$ cat src/rtl/song_sequencer_pkg.sv
// Shared types and default sizing for the song sequencer.
// State encoding and width defaults are used by the interface, top and beat counter.
package song_sequencer_pkg;

  typedef enum logic [1:0] {
    ST_IDLE  = 2'd0,
    ST_FETCH = 2'd1,
    ST_PLAY  = 2'd2,
    ST_PAUSE = 2'd3
  } state_e;

  localparam int DEF_ADDR_W      = 5;
  localparam int DEF_SONG_LEN    = 32;
  localparam int DEF_PER_W       = 16;
  localparam int DEF_DUR_W       = 4;
  localparam int DEF_BEAT_CYCLES = 1000;

endpackage

$ cat src/rtl/song_sequencer_if.sv
// Signal bundle between the sequencer, the play/pause FSM, the song memory and the speaker stage.
// The master side is the sequencer itself.
interface song_sequencer_if
  import song_sequencer_pkg::*;
#(
  parameter int ADDR_W = DEF_ADDR_W,
  parameter int PER_W  = DEF_PER_W,
  parameter int DUR_W  = DEF_DUR_W
);

  logic              play;
  logic [PER_W-1:0]  note_period;
  logic [DUR_W-1:0]  note_dur;
  logic [ADDR_W-1:0] addr;
  logic              tone;
  logic              playing;
  logic              song_end;

  modport master (
    input  play, note_period, note_dur,
    output addr, tone, playing, song_end
  );

  modport slave (
    output play, note_period, note_dur,
    input  addr, tone, playing, song_end
  );

endinterface

$ cat src/rtl/song_sequencer_beat_tick_gen.sv
// Enable-gated, clearable beat counter: one tick every BEAT_CYCLES enabled cycles.
// The tick is qualified by enable so a frozen counter never fires.
module song_sequencer_beat_tick_gen
  import song_sequencer_pkg::*;
#(
  parameter int BEAT_CYCLES = DEF_BEAT_CYCLES
) (
  input  logic clk,
  input  logic reset,
  input  logic clear,
  input  logic enable,
  output logic tick
);

  localparam int CNT_W = (BEAT_CYCLES > 1) ? $clog2(BEAT_CYCLES) : 1;
  localparam logic [CNT_W-1:0] LAST_CNT = CNT_W'(BEAT_CYCLES - 1);

  logic [CNT_W-1:0] cnt_r;

  // Beat position counter, held while disabled.
  always_ff @(posedge clk) begin
    if (reset) begin
      cnt_r <= '0;
    end else if (clear) begin
      cnt_r <= '0;
    end else if (enable) begin
      if (cnt_r == LAST_CNT) begin
        cnt_r <= '0;
      end else begin
        cnt_r <= cnt_r + CNT_W'(1'b1);
      end
    end else begin
      cnt_r <= cnt_r;
    end
  end

  assign tick = enable && (cnt_r == LAST_CNT);

endmodule

$ cat src/rtl/song_sequencer.sv
// Steps through the song memory while play is high, producing a square-wave tone per note.
// Pausing freezes position inside the current note; the song loops forever.
module song_sequencer
  import song_sequencer_pkg::*;
#(
  parameter int ADDR_W      = DEF_ADDR_W,
  parameter int SONG_LEN    = DEF_SONG_LEN,
  parameter int PER_W       = DEF_PER_W,
  parameter int DUR_W       = DEF_DUR_W,
  parameter int BEAT_CYCLES = DEF_BEAT_CYCLES
) (
  input logic              clk,
  input logic              reset,
  song_sequencer_if.master bus
);

  localparam logic [ADDR_W-1:0] LAST_ADDR = ADDR_W'(SONG_LEN - 1);

  state_e            state_r;
  logic [ADDR_W-1:0] addr_r;
  logic              tone_r;
  logic              playing_r;
  logic              song_end_r;
  logic [PER_W-1:0]  period_r;
  logic [PER_W-1:0]  tone_cnt_r;
  logic [DUR_W-1:0]  beats_left_r;

  logic              tick_s;
  logic              beat_en_s;
  logic              beat_clr_s;
  logic              toggle_s;
  logic              note_end_s;
  logic [DUR_W-1:0]  fetch_beats_s;

  song_sequencer_beat_tick_gen #(
    .BEAT_CYCLES (BEAT_CYCLES)
  ) u_beat (
    .clk    (clk),
    .reset  (reset),
    .clear  (beat_clr_s),
    .enable (beat_en_s),
    .tick   (tick_s)
  );

  // Per-cycle decode of beat, tone and note-end events.
  always_comb begin
    beat_en_s  = (state_r == ST_PLAY);
    beat_clr_s = (state_r == ST_FETCH);
    toggle_s   = (period_r != '0) && (tone_cnt_r == (period_r - PER_W'(1'b1)));
    note_end_s = beat_en_s && tick_s && (beats_left_r == DUR_W'(1'b1));
    if (bus.note_dur == '0) begin
      fetch_beats_s = DUR_W'(1'b1);
    end else begin
      fetch_beats_s = bus.note_dur;
    end
  end

  // Sequencer FSM with registered outputs.
  always_ff @(posedge clk) begin
    if (reset) begin
      state_r      <= ST_IDLE;
      addr_r       <= '0;
      tone_r       <= 1'b0;
      playing_r    <= 1'b0;
      song_end_r   <= 1'b0;
      period_r     <= '0;
      tone_cnt_r   <= '0;
      beats_left_r <= '0;
    end else begin
      song_end_r <= 1'b0;
      case (state_r)
        ST_IDLE: begin
          tone_r    <= 1'b0;
          playing_r <= 1'b0;
          state_r   <= bus.play ? ST_FETCH : ST_IDLE;
        end
        ST_FETCH: begin
          period_r     <= bus.note_period;
          beats_left_r <= fetch_beats_s;
          tone_cnt_r   <= '0;
          tone_r       <= 1'b0;
          playing_r    <= bus.play;
          state_r      <= bus.play ? ST_PLAY : ST_PAUSE;
        end
        ST_PLAY: begin
          if ((period_r == '0) || toggle_s) begin
            tone_cnt_r <= '0;
          end else begin
            tone_cnt_r <= tone_cnt_r + PER_W'(1'b1);
          end
          if (tick_s && !note_end_s) begin
            beats_left_r <= beats_left_r - DUR_W'(1'b1);
          end else begin
            beats_left_r <= beats_left_r;
          end
          // Note end wins over a simultaneous pause; FETCH then routes to PAUSE.
          if (note_end_s) begin
            if (addr_r == LAST_ADDR) begin
              addr_r     <= '0;
              song_end_r <= 1'b1;
            end else begin
              addr_r     <= addr_r + ADDR_W'(1'b1);
            end
            tone_r    <= 1'b0;
            playing_r <= 1'b0;
            state_r   <= ST_FETCH;
          end else if (!bus.play) begin
            tone_r    <= 1'b0;
            playing_r <= 1'b0;
            state_r   <= ST_PAUSE;
          end else begin
            tone_r    <= tone_r ^ toggle_s;
            playing_r <= 1'b1;
            state_r   <= ST_PLAY;
          end
        end
        ST_PAUSE: begin
          tone_r    <= 1'b0;
          playing_r <= bus.play;
          state_r   <= bus.play ? ST_PLAY : ST_PAUSE;
        end
        default: begin
          tone_r    <= 1'b0;
          playing_r <= 1'b0;
          state_r   <= ST_IDLE;
        end
      endcase
    end
  end

  assign bus.addr     = addr_r;
  assign bus.tone     = tone_r;
  assign bus.playing  = playing_r;
  assign bus.song_end = song_end_r;

endmodule

$ cat src/flat_wrapper.sv
// flat-port wrapper written by rule: the top's interface ports become plain ports
module song_sequencer_flat import song_sequencer_pkg::*;
#(
  parameter int ADDR_W      = DEF_ADDR_W,
  parameter int SONG_LEN    = DEF_SONG_LEN,
  parameter int PER_W       = DEF_PER_W,
  parameter int DUR_W       = DEF_DUR_W,
  parameter int BEAT_CYCLES = DEF_BEAT_CYCLES
)
  (clk, reset, bus_play, bus_note_period, bus_note_dur, bus_addr, bus_tone, bus_playing, bus_song_end);
  song_sequencer_if #(.ADDR_W(ADDR_W), .PER_W(PER_W), .DUR_W(DUR_W)) bus_i ();
  input logic clk;
  input logic reset;
  input wire logic [$bits(bus_i.play)-1:0] bus_play;
  input wire logic [$bits(bus_i.note_period)-1:0] bus_note_period;
  input wire logic [$bits(bus_i.note_dur)-1:0] bus_note_dur;
  output wire logic [$bits(bus_i.addr)-1:0] bus_addr;
  output wire logic [$bits(bus_i.tone)-1:0] bus_tone;
  output wire logic [$bits(bus_i.playing)-1:0] bus_playing;
  output wire logic [$bits(bus_i.song_end)-1:0] bus_song_end;
  assign bus_i.play = bus_play;
  assign bus_i.note_period = bus_note_period;
  assign bus_i.note_dur = bus_note_dur;
  assign bus_addr = bus_i.addr;
  assign bus_tone = bus_i.tone;
  assign bus_playing = bus_i.playing;
  assign bus_song_end = bus_i.song_end;
  song_sequencer #(.ADDR_W(ADDR_W), .SONG_LEN(SONG_LEN), .PER_W(PER_W), .DUR_W(DUR_W), .BEAT_CYCLES(BEAT_CYCLES)) u_core (.clk(clk), .reset(reset), .bus(bus_i));
endmodule
$ cat config.mk
export PLATFORM = sky130hd
export DESIGN_NAME = song_sequencer_flat
export DESIGN_NICKNAME = d
export VERILOG_FILES = /design/src/rtl/song_sequencer_pkg.sv /design/src/rtl/song_sequencer_if.sv /design/src/rtl/song_sequencer_beat_tick_gen.sv /design/src/rtl/song_sequencer.sv /design/src/flat_wrapper.sv
export SDC_FILE = /design/constraint.sdc
export NUM_CORES = 1
export LEC_CHECK = 0
export ABC_AREA = 0
export CAP_MARGIN = 30
export CORE_MARGIN = 2
export CORE_UTILIZATION = 25
export CTS_CLUSTER_DIAMETER = 150
export DETAILED_ROUTE_END_ITERATION = 6
export GPL_TIMING_DRIVEN = 1
export HOLD_SLACK_MARGIN = 0.1
export PLACE_DENSITY = 0.55
export SLEW_MARGIN = 25
export SYNTH_ARGS = -nofsm -noshare
export SYNTH_HDL_FRONTEND = slang
export SYNTH_HIERARCHICAL = 1
export SYNTH_SLANG_ARGS = --single-unit
export TNS_END_PERCENT = 5
$ cat constraint.sdc
create_clock -name clk -period 2.5 [get_ports clk]
set_clock_uncertainty 0.1 [all_clocks]
set_input_delay 0.5 -clock clk [delete_from_list [all_inputs] [get_ports clk]]
set_output_delay 0.5 -clock clk [all_outputs]
set_load 0.01 [all_outputs]
==> metrics.md <==
| Metric | Value |
|---|---|
| Final core utilization | `34.75%` |
| Inst Count DP | `653` |
| Slew headroom | `55.02%` |
| Pwr Density | `462.8 nW/µm²` |
| Synth top area share | `32.88%` |
| Setup crit start kind | `flop` |
| Fmax | `396.7 MHz` |
| Crit-path cells | `or4_4, or4_4, a2111oi_4, nand4_1, buf_6, or3_1, a21oi_1` |
| Largest net degree at the start of global routing | `27` |
| Register share of total power | `43.3%` |
| Total clock sinks | `56` |
| Layout cells sized above 1 | `21.56%` |
| Diodes inserted | `0` |
| Final Hold Viols | `0` |
| Synth cell types | `53` |
| First-pass GRT wire length | `15.13 mm` |
| CP Max Fanout | `7` |
| Status | `finished with violations` |
| Synth Register Bits | `56` |
| Slowest CP cell | `or4_4` |
| Die ar. | `14590 µm²` |
| Row Count | `42` |
| Buffers on Ports | `30` |
| Final worst slack | `-0.02083 ns` |
| Die Wd | `120.8 µm` |
| Psw | `591.8 µW` |
| Cts hold-fix bufs | `0` |
| Synthesized cell area | `3410 µm²` |
| Cell internal pwr | `1.546 mW` |
| Worst Setup Path Type | `flop to flop` |
| CTS max path bufs | `2` |
| Most frequent cell after synthesis | `dfxtp_1` |
| Grt ovf | `0` |
| Met2 GRT Util | `21.43%` |
| Post-synth ARST share | `0%` |
| Root buffer cell | `clkbuf_16` |
| Final ANT Viol Nets | `0` |
| Die Y | `120.8 µm` |
| Gate power share | `22.6%` |
| Final period util | `100.8%` |
| Cells after Synth | `409` |
| Pleak | `1.717 nW` |
| Worst IR Drop VDD | `0.3173 mV` |
| Avg Inst Size Synth | `8.336 µm²` |
| Latest clock arrival within the worst-skew pair | `0.30 ns` |
| EDFF count, synth | `0` |
| Clock power frac | `34.1%` |
| Synth cell count leaders | `dfxtp_1 (56), nor2_1 (46), a21oi_1 (26)` |
| Post-DR wirelength/cell | `13.42 µm` |
| Initial core utilization | `25.64%` |
| CTS tree | `yes` |
| # setup viols final | `3` |
| Yosys top cell by area | `dfxtp_1` |
| Tot GR Track Use | `12.64%` |
| Drt total wl | `8.895 mm` |
| Final cell count without fillers | `663` |
| Core Area | `13300 µm²` |
| Slew @ Worst Pin | `0.6746 ns` |
| RSZ-0062 raised after global routing | `yes` |
| Placer Congestion | `0.8804` |
| Drt via density | `4.879` |
| Routing usage on met3 | `2.925%` |
| DRC Markers | `0` |
| GRT Max-Usage Layer | `met2` |
| Critical path required time | `2.64 ns` |
| Layout area overhead | `35.49%` |
| CTS clk-pin slew, worst paths | `0.08 ns` |
| Met1 GRT Util | `16.22%` |
| Net Sw Frac | `27.69%` |
| Seq/Total Area, Yosys | `32.88%` |
| Initial antenna violation count | `0` |
| 1st-iter DRT viols | `166` |
| # H-tree levels | `2` |
| Failing checks | `negative setup slack` |
| Vias | `3235` |
| Yosys warns | `6` |
| Hold crit path type | `flop to flop` |
| CTS Buf Count | `5` |
| Net Count, Synth | `444` |
| Final Critical Period | `2.521 ns` |
| Hpwl dp | `6.705 mm` |
| Worst Path Arrival | `2.66 ns` |
| CP max stage delay | `0.52 ns` |
| Setup crit end kind | `flop` |
| Crit-path most repeated cell | `or4_4` |
| # nets final | `521` |
| Vias in the first global route | `3208` |
| Max-cap viol count | `0` |
| Final Max Slew Viols | `0` |
| # IOs | `31` |
| Synth top area cells | `dfxtp_1 (33%), mux2i_1 (6.8%), nor2_1 (5.1%)` |
| Post-synth top flop | `dfxtp_1` |
| DRT Pass-1 Iters | `4` |
[kinds of logic (layout without fill, tap and decap cells)]
family / after synthesis / count (layout) / share of synthesized area [%]
compound gates: 74 / 74 / 14.53
xor+xnor: 24 / 24 / 6.165
fa+ha+maj: 12 / 12 / 4.404
buf+inv: 36 / 114 / 4.110
flops: 56 / 56 / 32.88
mux: 24 / 24 / 7.083
simple gates: 183 / 183 / 30.83
[layout make-up]
class,instances,area [µm²]
clock inverter,3,23.77
fill,1386,8676
inverter,11,46.29
multi-input combinational,317,2263
tap,176,220.2
timing repair buffer,95,815.8
sequential,56,1125
clock buffer,5,125.1
[worst paths after layout]
check        cells after the start                                  end                                 from  slack [ns]
max reg2reg                      7           u_core/bus.tone$_SDFF_PP0_      u_core/period_r[0]$_SDFFE_PP0P_       -0.02
min                              2  u_core/beats_left_r[1]$_SDFFE_PP0P_  u_core/beats_left_r[1]$_SDFFE_PP0P_        0.38
min reg2reg                      2  u_core/beats_left_r[1]$_SDFFE_PP0P_  u_core/beats_left_r[1]$_SDFFE_PP0P_        0.38
max                              7           u_core/bus.tone$_SDFF_PP0_      u_core/period_r[0]$_SDFFE_PP0P_       -0.02
[layout by cell type (no fill, tap or decap), types with 4 or more instances in the layout]
cell type,count
clkdlybuf4s50_1,30
dfxtp_1,53
ha_1,11
nor2_1,46
o21ai_0,11
a31oi_1,7
nor2b_1,5
or2_2,6
nor3_1,12
nand4_1,13
nor3b_1,9
and2_1,8
xor2_1,9
buf_6,4
buf_4,60
a21oi_1,26
o211ai_1,12
nor4_1,5
nand2_1,17
inv_1,8
nand2b_1,16
nand4b_1,4
or3_1,4
xnor2_1,15
clkbuf_16,5
mux2i_1,23
nand3_1,15
[state kept, by name, summed over array words and instances, names as in the netlist]
name / cells
u_core/period_r: 16
u_core/tone_cnt_r: 16
u_core/bus.tone: 1
u_core/state_r: 2
u_core/beats_left_r: 4
u_core/bus.addr: 5
u_core/bus.song_end: 1
u_core/u_beat/cnt_r: 10
u_core/bus.playing: 1
[power by group through the flow]
stage | clock network (mW) | logic (mW) | registers [mW]
2_1_floorplan | 0 | 0.241 | 0.950
3_3_place_gp | 0 | 0.419 | 0.946
3_5_place_dp | 0 | 0.424 | 0.947
4_1_cts | 0.751 | 0.451 | 0.926
5_1_grt | 0.781 | 0.523 | 0.930
6_report | 0.729 | 0.482 | 0.927
[critical path: cells and delay by family, from the launching register on]
kind            cells  cell delay, ns
simple gates        4            1.46
compound gates      2            0.42
flops               1            0.32
buf+inv             1            0.16
[metrics by stage]
| step | setup slack [ns] | instance area, µm² | power (mW) | TNS, ns | hold WS [ns] |
|---|---|---|---|---|---|
| 2_1_floorplan | -0.1355 | 3411 | 1.191 | -1.785 | 0.3450 |
| 3_3_place_gp | -0.1516 | 4317 | 1.365 | -1.448 | 0.3609 |
| 3_5_place_dp | -0.1186 | 4317 | 1.372 | -1.390 | 0.3671 |
| 4_1_cts | -0.03944 | 4529 | 2.128 | -0.07986 | 0.3791 |
| 5_1_grt | -0.1084 | 4619 | 2.234 | -1.144 | 0.3950 |
| 6_report | -0.02083 | 4619 | 2.138 | -0.04213 | 0.3846 |
[metal layers]
layer	wire length [µm]	up-vias
li1	-	1626
met1	4290	1544
met2	4123	54
met3	362	11
met4	119	0
met5	0	-
[repair_timing]
action                                 in CTS  in global routing
setup endpoints to repair                  17                 20
endpoints found under the hold margin       0                  0
pin swaps                                   8                 20
resized for setup                           9                 22
setup buffers                               2                  0
No activity file was read; power rests on OpenSTA's default activity.
